===== src/rtl/maze_pkg.sv =====
// Shared maze definitions: the four move codes and the path reader state encoding.
package maze_pkg;

  localparam logic [1:0] UP    = 2'b00;
  localparam logic [1:0] RIGHT = 2'b01;
  localparam logic [1:0] DOWN  = 2'b10;
  localparam logic [1:0] LEFT  = 2'b11;

  typedef enum logic [2:0] {
    IDLE    = 3'd0,
    FETCH   = 3'd1,
    LOAD    = 3'd2,
    PRESENT = 3'd3,
    FINISH  = 3'd4
  } reader_state_e;

endpackage


===== src/rtl/path_addr_counter.sv =====
// Loadable up/down address counter that drives the move memory read address.
module path_addr_counter #(
  parameter int ADR_W = 4
) (
  input  logic             clk,
  input  logic             rst,
  input  logic             load,
  input  logic [ADR_W-1:0] load_val,
  input  logic             step,
  input  logic             down,
  output logic [ADR_W-1:0] addr
);

  logic [ADR_W-1:0] addr_r;

  // Address register: load has priority over stepping.
  always_ff @(posedge clk) begin
    if (rst) begin
      addr_r <= {ADR_W{1'b0}};
    end else if (load) begin
      addr_r <= load_val;
    end else if (step) begin
      addr_r <= down ? (addr_r - ADR_W'(1'b1)) : (addr_r + ADR_W'(1'b1));
    end else begin
      addr_r <= addr_r;
    end
  end

  assign addr = addr_r;

endmodule


===== src/rtl/path_reader.sv =====
// Replays a stored path from a synchronous-read move memory, one move per valid/ready transfer.
// Defining PATH_READER_REVERSE_EN adds a 'reverse' input that replays the path last-in first-out.
module path_reader
  import maze_pkg::*;
#(
  parameter int N      = 2,
  parameter int size   = 16,
  localparam int ADR_W = $clog2(size)
) (
  input  logic             clk,
  input  logic             rst,
  input  logic             start,
  input  logic [ADR_W:0]   depth,
`ifdef PATH_READER_REVERSE_EN
  input  logic             reverse,
`endif
  output logic [ADR_W-1:0] mem_raddr,
  input  logic [N-1:0]     mem_rdata,
  output logic [N-1:0]     move_out,
  output logic             move_valid,
  input  logic             move_ready,
  output logic             busy,
  output logic             done
);

  localparam logic [ADR_W:0] SIZE_V = (ADR_W+1)'(size);

  reader_state_e    state_r, state_s;
  logic [ADR_W:0]   remaining_r, clamp_s;
  logic [N-1:0]     move_out_r;
  logic             move_valid_r, busy_r, done_r, down_r;
  logic             rev_s, accept_s, load_s, xfer_s, step_s;
  logic [ADR_W-1:0] load_val_s;

`ifdef PATH_READER_REVERSE_EN
  assign rev_s = reverse;
`else
  assign rev_s = 1'b0;
`endif

  // Start qualification, transfer detect and first-address selection.
  always_comb begin
    clamp_s  = (depth > SIZE_V) ? SIZE_V : depth;
    accept_s = (state_r == IDLE) && start;
    load_s   = accept_s && (depth != {(ADR_W+1){1'b0}});
    xfer_s   = (state_r == PRESENT) && move_valid_r && move_ready;
    // No step after the last transfer keeps the address inside the memory.
    step_s   = xfer_s && (remaining_r != (ADR_W+1)'(1'b1));
    if (rev_s) begin
      load_val_s = clamp_s[ADR_W-1:0] - ADR_W'(1'b1);
    end else begin
      load_val_s = {ADR_W{1'b0}};
    end
  end

  path_addr_counter #(.ADR_W(ADR_W)) u_addr (
    .clk      (clk),
    .rst      (rst),
    .load     (load_s),
    .load_val (load_val_s),
    .step     (step_s),
    .down     (down_r),
    .addr     (mem_raddr)
  );

  // State register.
  always_ff @(posedge clk) begin
    if (rst) begin
      state_r <= IDLE;
    end else begin
      state_r <= state_s;
    end
  end

  // Next-state logic.
  always_comb begin
    state_s = state_r;
    case (state_r)
      IDLE: begin
        if (start) begin
          if (depth == {(ADR_W+1){1'b0}}) state_s = FINISH;
          else                            state_s = FETCH;
        end else begin
          state_s = IDLE;
        end
      end
      FETCH:   state_s = LOAD;
      LOAD:    state_s = PRESENT;
      PRESENT: begin
        if (xfer_s) begin
          if (remaining_r == (ADR_W+1)'(1'b1)) state_s = FINISH;
          else                                 state_s = FETCH;
        end else begin
          state_s = PRESENT;
        end
      end
      FINISH:  state_s = IDLE;
      default: state_s = IDLE;
    endcase
  end

  // Registered outputs and replay bookkeeping.
  always_ff @(posedge clk) begin
    if (rst) begin
      remaining_r  <= {(ADR_W+1){1'b0}};
      move_out_r   <= {N{1'b0}};
      move_valid_r <= 1'b0;
      busy_r       <= 1'b0;
      done_r       <= 1'b0;
      down_r       <= 1'b0;
    end else begin
      done_r <= (state_r == FINISH);
      if (load_s)                 busy_r <= 1'b1;
      else if (state_r == FINISH) busy_r <= 1'b0;
      else                        busy_r <= busy_r;
      if (load_s)      remaining_r <= clamp_s;
      else if (xfer_s) remaining_r <= remaining_r - (ADR_W+1)'(1'b1);
      else             remaining_r <= remaining_r;
      if (accept_s) down_r <= rev_s;
      else          down_r <= down_r;
      if (state_r == LOAD) begin
        move_out_r   <= mem_rdata;
        move_valid_r <= 1'b1;
      end else if (xfer_s) begin
        move_out_r   <= move_out_r;
        move_valid_r <= 1'b0;
      end else begin
        move_out_r   <= move_out_r;
        move_valid_r <= move_valid_r;
      end
    end
  end

  assign move_out   = move_out_r;
  assign move_valid = move_valid_r;
  assign busy       = busy_r;
  assign done       = done_r;

endmodule


===== config.mk =====
export PLATFORM = sky130hd
export DESIGN_NAME = path_reader
export DESIGN_NICKNAME = d
export VERILOG_FILES = /design/src/rtl/maze_pkg.sv /design/src/rtl/path_addr_counter.sv /design/src/rtl/path_reader.sv
export SDC_FILE = /design/constraint.sdc
export NUM_CORES = 1
export LEC_CHECK = 0
export CORE_MARGIN = 1.5
export CORE_UTILIZATION = 40
export DETAILED_ROUTE_END_ITERATION = 8
export GPL_TIMING_DRIVEN = 0
export PLACE_DENSITY = 0.76
export SYNTH_ARGS = -nofsm -noshare
export SYNTH_HDL_FRONTEND = slang
export SYNTH_SLANG_ARGS = --single-unit

===== constraint.sdc =====
create_clock -name clk -period 1.57 [get_ports clk]
set_input_delay 0.2355 -clock clk [delete_from_list [all_inputs] [get_ports clk]]
set_output_delay 0.2355 -clock clk [all_outputs]
set_load 0.01 [all_outputs]

==> results.toml <==
[status]
status = "finished, final reports clean"

[timing]
setup_slack_ns = 0.0623
grt_setup_unrepaired = "true"
finalCritPeriodShare_pct = 96.0
setup_viol = 0
clock_skew_ns = 0.0117
finalHoldViolations = 0
tightest_slew_ns = 0.496
drv_slew = 0
fmax_mhz = 663
slew-limit-headroom_pct = 66.8
min_period_ns = 1.51

[global_route]
met2_usage_pct = 30.6
grt_pass1_wl_um = 3330
grt_util_all_layers_pct = 17.7
grt.overflow.total = 0
grt_start_max_net_pins = 11
antenna_found_initial = 0
grtUsageMet3_pct = 3.70
grt_pass1_vias = 742
met1_usage_pct = 21.8
grt.busiest_layer = "met2"

[logic_synthesis]
synth_area_sq_um = 832
synth_nets = 101
avgSynthCellArea_sq_um = 9.56
synth_top_area_share_pct = 40.9
yosysWarnings = 0
synth_top_area_cell = "dfxtp_1"
synth_edf_count = 0
yosysSeqAreaShare_pct = 40.9
synthCells = 87
synth_top_flop_cell = "dfxtp_1"
synth.distinct_cells = 30
async_reset_ff_share_pct = 0
ys_ff_latch = 17
synth_area_leaders = "dfxtp_1 (41%), xnor2_1 (6.3%), nor2_1 (5.0%)"

[placed_design]
dpl_worst_slack_ns = -0.430
gp_congestion = 0.761
dp_hpwl_um = 1380
dpl_cell_area_sq_um = 1050
portBuffers = 18

[clock_tree]
htreeDepth = 1
cts_sinks = 17
cts_made_buffers = 3
clkLatencyLatePin_ns = 0.29
clk_path_buf_depth = 2
clk_pin_slew_ns = 0.10
cts_hold_buf = 0
cts-root-buf = "clkbuf_4"
cts_tree = "done"

[route]
drc = 0
drtPass1Iterations = 4
vias_per_cell = 5.35
wire_per_inst_um = 13.8
dr.first_iter.drc_count = 6
vias = 738
routed_wl_um = 1900
ant_nets = 0

[worst_setup_path]
cpMaxStageDelayCell = "dfxtp_1"
critPathArrivalTime_ns = 1.69
cp.buffers_inverters = 0
path_max_fanout = 5
critPathKind = "reg -> reg"
path_cells = "ha_1 -> nor4b_4 -> nor3_1 -> mux2i_1 -> nor2_1"
cp_top_family = "simple AND/OR/NAND/NOR gates"
slowest_delay_ns = 0.44
end_kind = "flop"
required_ns = 1.75
start_kind = "flop"
ff2ff_setup_slack_ns = 0.06

[power]
swShare_pct = 28.9
p_sw_uw = 265
p_leak_nw = 0.419
intPower_uw = 649
power.density_nw_per_um2 = 809
seqPwrFrac_pct = 53.2
pwr-share-clk_pct = 26.0
p_comb_share_pct = 20.8
vdd_drop_max_mv = 0.525

[finish]
regArea_sq_um = 340
post-route-cell-area_sq_um = 1130
nFillCells = 192
area_delta_synth_final_pct = 35.8
drive_above_1_share_pct = 16.2
finalNetCount = 126
post-route-util_pct = 57.6
n_antenna_cell = 0
multi_input_area_sq_um = 500

[floorplan]
core_area_sq_um = 1960
ios = 20
start_util_pct = 42.4
die_x_um = 48.6
fp.dieH_um = 48.6
rows = 16
dieArea_sq_um = 2360

[min_path]
hold_path.class = "in -> reg"

[run]
drv_cap = 0
-- synth_stat cells (2+ instances only) --
library cell and count:
nand3_1 2, a21oi_1 3, nor4_1 2, a211oi_1 3
nand2_1 5, ha_1 3, o21ai_0 3, nor4b_1 2
dfxtp_1 17, mux2i_1 3, nor2_1 11, inv_1 4
nor3b_1 2, xnor2_1 6, nand4_1 3, nor3_1 4
-- timing repair --
item,in CTS,in global routing
pin swaps,3,4
setup endpoints to repair,11,7
buffers inserted,0,2
gates resized for setup,7,4
-- per-layer routing --
metal  share of wire [%]  up-vias  routed length [um]
li1                    -      363                   -
met1                  44      356                 844
met2                  51       17                 978
met3                 3.2        2                  61
met4                0.89        0                  17
met5                   0        -                   0
-- cell type report --
cell class / count / area share (%)
plain buffers: 2 / 1.33
inverters: 4 / 1.33
multi-input cells: 64 / 44.3
clock buffers: 3 / 1.99
flip-flops and latches: 17 / 30.1
well taps: 27 / 2.99
clock inverters: 1 / 0.443
repair buffers: 20 / 17.5
-- tightest hold or removal path: cells and delay by family --
kind / cells / cell delay [ns]
AO/OA/AOI/OAI: 1 / 0.10
buffers and inverters: 1 / 0.11
AND/OR/NAND/NOR: 1 / 0.10
-- path summary, 6_finish.rpt --
kind / start / endpoint / cells after the start
max: remaining_r[0]$_SDFFE_PP0P_ / u_addr.addr[1]$_SDFFE_PP0P_ / 5
min: depth[3] / remaining_r[3]$_SDFFE_PP0P_ / 3
max reg2reg: remaining_r[0]$_SDFFE_PP0P_ / u_addr.addr[1]$_SDFFE_PP0P_ / 5
min reg2reg: busy$_SDFFE_PP0P_ / busy$_SDFFE_PP0P_ / 2
-- sequential cells by signal (all words and copies together), names as in the netlist --
register	count
busy	1
done	1
move_valid	1
move_out	2
u_addr.addr	4
remaining_r	5
state_r	3
-- placed cells by master, fill, tap and decap left out --
cell,netlist,routed
nor4b_2,0,1
nor3_1,4,4
mux2i_1,3,3
a21oi_1,3,3
nor4_2,1,1
xnor2_1,6,6
nand4_1,3,3
o21ai_4,0,1
nor2_4,0,1
nor2_1,11,10
ha_1,3,3
o21ai_0,3,3
mux2_2,1,1
inv_1,4,4
dlymetal6s2s_1,0,2
dlygate4sd2_1,0,2
nor4_1,2,2
or4_4,1,1
dfxtp_1,17,17
clkbuf_1,1,1
or3_1,1,1
nand2_2,0,1
buf_6,1,1
o21a_1,1,1
nor4b_4,1,2
and3_1,1,1
a21bo_2,1,1
a22oi_1,1,1
a211oi_1,3,3
clkbuf_4,0,3
buf_4,0,2
nand3_1,2,2
nor3b_1,2,2
a32o_1,1,1
clkinv_2,0,1
nand3b_4,1,1
clkdlybuf4s50_1,0,14
nand2_1,5,4
-- power groups by stage --
| stage | Combinational [mW] | Clock (mW) | Sequential, mW |
|---|---|---|---|
| finish | 0.190 | 0.238 | 0.486 |
| detailed placement | 0.172 | 0 | 0.492 |
| CTS | 0.178 | 0.246 | 0.483 |
| floorplan | 0.103 | 0 | 0.491 |
| global route | 0.208 | 0.264 | 0.489 |
| global placement | 0.166 | 0 | 0.490 |
-- logic make-up after synthesis --
kind of cell	Yosys count	synth area share (%)
adder cells (fa/ha/maj)	3	4.51
multiplexers	4	4.96
XOR/XNOR	6	6.32
AO/OA/AOI/OAI	14	11.6
buffers and inverters	6	3.61
AND/OR/NAND/NOR	37	28.1
flip-flops	17	40.9
-- per-stage QoR --
step / power, mW / cells / hold slack (ns) / setup TNS, ns
4_1_cts: 0.907 / 136 / 0.332 / 0
3_3_place_gp: 0.656 / 132 / 0.445 / -3.17
3_5_place_dp: 0.664 / 132 / 0.456 / -3.59
5_1_grt: 0.961 / 138 / 0.321 / -0.0414
2_1_floorplan: 0.594 / 87 / 0.383 / 0
6_report: 0.914 / 138 / 0.292 / 0
Note: power is estimated with default switching activity, not from simulation.
